==> config.mk <==
export PLATFORM = sky130hd
export DESIGN_NAME = masked_xor_fold
export DESIGN_NICKNAME = d
export VERILOG_FILES = /design/src/rtl/masked_xor_fold.sv
export SDC_FILE = /design/constraint.sdc
export NUM_CORES = 1
export LEC_CHECK = 0
export ABC_AREA = 1
export CORE_MARGIN = 8
export CORE_UTILIZATION = 57
export DETAILED_ROUTE_END_ITERATION = 10
export PLACE_DENSITY = 0.85
export SLEW_MARGIN = 40
export SYNTH_ARGS = -nofsm -noshare
export SYNTH_HDL_FRONTEND = slang
export SYNTH_SLANG_ARGS = --single-unit
==> constraint.sdc <==
create_clock -name clk -period 2.05 [get_ports clk]
set_clock_uncertainty 0.1 [all_clocks]
set_input_delay 0.3075 -clock clk [delete_from_list [all_inputs] [get_ports clk]]
set_output_delay 0.3075 -clock clk [all_outputs]
set_load 0.01 [all_outputs]
==> src/rtl/masked_xor_fold.sv <==
// masked_xor_fold: pipelined pairwise fold of Boolean shares, with ring refresh before each fold.
// Optional build macro FOLD_ZEROIZE_EN: stages receiving a bubble load all-zero data.
package masked_xor_fold_pkg;

    // Share count entering layer l.
    function automatic int unsigned m_at(input int unsigned n, input int unsigned l);
        int unsigned m;
        m = n;
        for (int unsigned i = 0; i < l; i++) m = (m + 1) / 2;
        return m;
    endfunction

    function automatic int unsigned layers(input int unsigned n, input int unsigned out_n);
        int unsigned m;
        int unsigned c;
        m = n;
        c = 0;
        while (m > out_n && m > 1) begin
            m = (m + 1) / 2;
            c++;
        end
        return c;
    endfunction

    // Word offset into rnd of the slice used by layer l.
    function automatic int unsigned rnd_off(input int unsigned n, input int unsigned l);
        int unsigned s;
        s = 0;
        for (int unsigned i = 0; i < l; i++) begin
            if (m_at(n, i) > 2) s += m_at(n, i);
        end
        return s;
    endfunction

    function automatic int unsigned rnd_words(input int unsigned n, input int unsigned out_n);
        return rnd_off(n, layers(n, out_n));
    endfunction

endpackage

module masked_xor_fold
    import masked_xor_fold_pkg::*;
#(
    parameter int unsigned K_WIDTH    = 32,
    parameter int unsigned N_SHARES   = 5,
    parameter int unsigned OUT_SHARES = 1,
    localparam int unsigned RANDNUM   = rnd_words(N_SHARES, OUT_SHARES),
    localparam int unsigned RND_W     = ((RANDNUM == 0) ? 1 : RANDNUM) * K_WIDTH
) (
    input  logic                             clk,
    input  logic                             rst_n,
    input  logic                             ena,
    input  logic                             dvld,
    output logic                             i_rdy,
    input  logic [N_SHARES*K_WIDTH-1:0]      i_x,
    input  logic [RND_W-1:0]                 rnd,
    output logic [OUT_SHARES*K_WIDTH-1:0]    o_z,
    output logic                             ovld,
    input  logic                             o_rdy
);

    localparam int unsigned LAYERS = layers(N_SHARES, OUT_SHARES);
    // One zero pad share above the top keeps every fold select in range.
    localparam int unsigned SW     = (N_SHARES + 1) * K_WIDTH;
    localparam int unsigned M_LAST = m_at(N_SHARES, LAYERS - 1);

    if (N_SHARES < 2 || OUT_SHARES < 1 || OUT_SHARES >= N_SHARES) begin : g_bad_cfg
        $error("masked_xor_fold: need N_SHARES >= 2 and 1 <= OUT_SHARES < N_SHARES");
    end

    // Pairwise XOR of the first m shares; an odd last share passes through.
    function automatic logic [SW-1:0] fold(input logic [SW-1:0] s, input int unsigned m);
        logic [SW-1:0] r;
        r = '0;
        for (int unsigned j = 0; j < (N_SHARES + 1) / 2; j++) begin
            if (2 * j + 1 < m)
                r[j*K_WIDTH +: K_WIDTH] = s[2*j*K_WIDTH +: K_WIDTH] ^ s[(2*j+1)*K_WIDTH +: K_WIDTH];
            else if (2 * j + 1 == m)
                r[j*K_WIDTH +: K_WIDTH] = s[2*j*K_WIDTH +: K_WIDTH];
        end
        return r;
    endfunction

    logic          adv;
    logic [SW-1:0] z_full;
    logic          unused_z;

    assign adv   = ena && (!ovld || o_rdy);
    assign i_rdy = rst_n && adv;

    for (genvar l = 0; l < LAYERS; l++) begin : g_layer
        localparam int unsigned M = m_at(N_SHARES, l);

        logic [SW-1:0] src;
        logic [SW-1:0] refreshed;
        logic [SW-1:0] data_q;
        logic          src_vld;
        logic          vld_q;

        if (l == 0) begin : g_in
            assign src     = SW'(i_x);
            assign src_vld = dvld;
        end else begin : g_fold
            assign src     = fold(g_layer[l-1].data_q, m_at(N_SHARES, l - 1));
            assign src_vld = g_layer[l-1].vld_q;
        end

        // Each rnd word lands on two neighbouring shares, so the share XOR is unchanged.
        if (M > 2) begin : g_refresh
            localparam int unsigned ROFF = rnd_off(N_SHARES, l);
            always_comb begin
                refreshed = src;
                for (int unsigned i = 0; i < M; i++) begin
                    refreshed[i*K_WIDTH +: K_WIDTH] = src[i*K_WIDTH +: K_WIDTH]
                        ^ rnd[(ROFF + i)*K_WIDTH +: K_WIDTH]
                        ^ rnd[(ROFF + (i + 1) % M)*K_WIDTH +: K_WIDTH];
                end
            end
        end else begin : g_plain
            assign refreshed = src;
        end

        always_ff @(posedge clk) begin
            if (!rst_n) begin
                data_q <= '0;
                vld_q  <= 1'b0;
            end else if (adv) begin
                vld_q  <= src_vld;
`ifdef FOLD_ZEROIZE_EN
                data_q <= src_vld ? refreshed : '0;
`else
                data_q <= refreshed;
`endif
            end
        end
    end

    // Last layer folds without randomness, so o_z only changes when the last stage loads.
    assign z_full   = fold(g_layer[LAYERS-1].data_q, M_LAST);
    assign o_z      = z_full[OUT_SHARES*K_WIDTH-1:0];
    assign ovld     = g_layer[LAYERS-1].vld_q;
    assign unused_z = ^z_full[SW-1:OUT_SHARES*K_WIDTH];

endmodule

# After elaboration in Yosys (flattened, before gate mapping)
# Index checks and enable logic that the tools add are counted.
[word_totals] reg_bits=323 inputBits=421 out_inout_bits=34 wordCells=30
[op_classes] n_bitwise=20 n_reduce_logical=4
[ops] cell="bitwise XOR 32 bit" n=20
[ops] cell="logical AND 1 bit" n=2
[ops] cell="logical NOT 1 bit" n=1
[ops] cell="logical OR 1 bit" n=1

# Depth between registers and ports, before layout
[depth] word_depth=4 mapped_depth=8 ltp_nobuf=7

# Least setup slack after synthesis
# No wires, ideal clock.
[synth_timing] kind="input to output" from="input port rst_n" to="output port i_rdy" t_arrival_ps=1143 t_required_ps=1642 setup_slack_ps=499 stages=6 n_path_buf=4 cell_sequence="buf_2 inv_2 buf_2 buf_2 buf_2 nor2_1"
[synth_between] elab_chain_cells=1
[synth_rtl] element="from (decl)" line="51" text="input logic rst_n,"
[synth_rtl] element="logical AND 1 bit" line="89" text="assign i_rdy = rst_n && adv;"
[synth_rtl] element="to (decl)" line="54" text="output logic i_rdy,"
# Every way passes these cells.

# Worst setup path in the final report
[layout_timing] from="register g_layer[2].vld_q, in the netlist ovld" to="output port ovld"
[layout_lines] element="from (decl)" line="98" text="logic vld_q;"
[layout_lines] element="from (signal assigned)" line="128" text="vld_q <= src_vld;"
[layout_lines] element="to (decl)" line="58" text="output logic ovld,"
# No word-level cell between the ends.

==> key figures <==
Cells and area
  – Design Area, Final: 29,020 um^2
  – Non-Filler Instances: 5,225
  – Most common cell after layout, fill and taps aside: nand2_1
  – Fin util: 73.54%
  – Number of fill cells: 3,555
  – Area delta synth->final: 28.13%
  – Commonest non-fill, non-tap cells in the layout: nand2_1, inv_1, nand3_1, clkdlybuf4s50_1, dfxtp_1
  – Nets: 5,091
  – Layout cells sized above 1: 2.023%

Clock network
  – Root buffer cell: clkbuf_16
  – Num CTS Buffers: 36
  – Clock Latency Late Sink: 0.51 ns
  – Setup bufs post-CTS: 0
  – H-tree lvl count: 2
  – Clock transition at path regs: 0.06 ns
  – Clk buf depth: 3
  – Clock tree from TritonCTS: yes
  – Clk sink count: 323

Global routing
  – GRT Util Overall: 24.53%
  – Initial antenna violation count: 7
  – Number of global-route vias before repair: 22,550
  – Global-route wire length before repair: 98,950 um
  – Total gr overflow: 0
  – Largest net degree at the start of global routing: 130

Timing
  – Final slew viol count: 0
  – Worst relative slew slack: 61.11%
  – Setup TNS: 0 ns
  – Final setup viols: 0
  – Worst setup margin: 0.02738 ns
  – Post-route clock period utilization: 98.66%
  – RSZ-0062 raised after global routing: no
  – Worst-margin pin slew: 0.5833 ns
  – Fin. Hold Viols: 0
  – Min cycle time layout: 2.023 ns
  – Max Clock Freq: 0.4944 GHz
  – Worst hold margin: 0.2917 ns

Setup path
  – Worst Path Required: 1.64 ns
  – CP delay by family, top: buffers and inverters
  – WP data arrival: 1.62 ns
  – Critical Path, Cell by Cell: clkdlybuf4s50_1
  – Slowest CP cell: clkdlybuf4s50_1
  – Worst stage delay on the critical path: 0.71 ns
  – Crit. End Element: primary output
  – CP Class: reg -> out
  – Startpoint type of the worst setup path: flop
  – WP buf/inv: 1
  – Crit Path Max Fanout: 3

Drt
  – Top Metal Used: met5
  – Drt wl/cell: 11.46 um
  – WL met3: 3420 um
  – Wirelength, routed: 59,890 um
  – Met1 wire length: 26,190 um
  – First-pass DRT Iterations: 5
  – Initial detailed-routing violation count: 1,547
  – Routed Antenna Nets: 0
  – Vias per cell: 4.713
  – Routed wl met2: 28,480 um
  – Via count: 24,620
  – DRC Markers: 0

Logic synthesis
  – Syn Nets: 4,680
  – Synthesis-stage register bit count: 323
  – Syn avg cell area: 5.317 um^2
  – Synth cell types: 13
  – Synth Cell Area: 22,650 um^2
  – Syn. warnings: 0
  – Post-synthesis cell count: 4,259
  – Sequential area share after synthesis: 28.55%

Die
  – Die X: 215.3 um
  – Core area: 39,460 um^2
  – Die area: 46,360 um^2
  – Top-Level Pins: 455
  – Rows: 73
  – Die height: 215.3 um
  – Initial core utilization: 57.39%

Pwr
  – Max VDD drop: 0.6479 mV
  – LEAKAGE: 17.65 nW
  – Power, Total: 18.72 mW
  – Pwr/cell area: 645.3 nW/um^2

Placed design
  – Port bufs: 454
  – DP HPWL: 45,290 um
  – Placed cell area: 27,790 um^2
  – Global placement routability congestion: 0.8742
  – Cells after DPL: 5,157
  – Setup WS pre-CTS: -0.1867 ns

Run
  – # Max-Cap Violations: 0

Min path
  – Hold WC Path Type: in -> reg

Status
  – Status: finished, final reports clean
timing repair:
action	4_1_cts	5_1_grt
endpoints found under the hold margin	0	0
gates resized for setup	22	11
hold buffers	0	0
endpoints found under the setup margin	20	11
power by group:
group | leakage, nW | internal (mW) | switching (mW) | total, mW
clock network | 0.591 | 4.01 | 2.61 | 6.62
registers | 2.68 | 6.88 | 0.372 | 7.25
logic | 14.4 | 2.19 | 2.67 | 4.85
routing by layer:
metal	vias to the layer above	track usage [%]
met5	-	0
met4	6	8.012
met3	115	4.789
met2	479	43.63
met1	10570	29.25
li1	13450	-
area by class of cell:
type,count,area [um^2],share of cell area (%)
inverter,932,3513,12.11
sequential,323,6466,22.29
antenna,5,12.51,0.04312
clock inverter,19,231.5,0.7978
multi-input combinational,2891,12150,41.88
clock buffer,44,972.2,3.351
tap,525,656.9,2.264
timing repair buffer,486,5011,17.27
sequential cells by signal, summed over array words and instances (netlist names):
register        cells
ovld                1
g_layer.data_q    320
g_layer.vld_q       2
synth_stat cells (all sizes together):
cell       n  area share [%]
clkbuf    31            0.51
dfxtp    323              29
xor2      64             2.5
inv      932              15
nor2     199             3.3
nand2   1856              31
buf       82             1.8
o21ai    100             2.3
nand3    448             9.9
a21oi    224             5.0
kinds of logic (layout without fill, tap and decap cells):
logic type	after synthesis	after routing	synth area share [%]
AOI/OAI and AO/OA	324	324	7.210
other	0	5	0
buffers and inverters	1045	1481	17.80
xor gates and xnor gates	64	64	2.475
DFF	323	323	28.55
and+or+nand+nor	2503	2503	43.96
path summary, 6_finish.rpt:
kind | depth (start not counted) | slack (ns) | end | start
worst max register to register | 8 | 0.22 | g_layer[1].data_q[3]$_SDFFE_PN0P_ | ovld$_SDFFE_PN0P_
worst min-delay path | 4 | 0.29 | g_layer[2].data_q[24]$_SDFFE_PN0P_ | rst_n
worst min register to register | 2 | 0.38 | g_layer[2].data_q[7]$_SDFFE_PN0P_ | g_layer[2].data_q[7]$_SDFFE_PN0P_
worst max-delay path | 1 | 0.03 | ovld | ovld$_SDFFE_PN0P_
(Power assumes the default switching activity.)
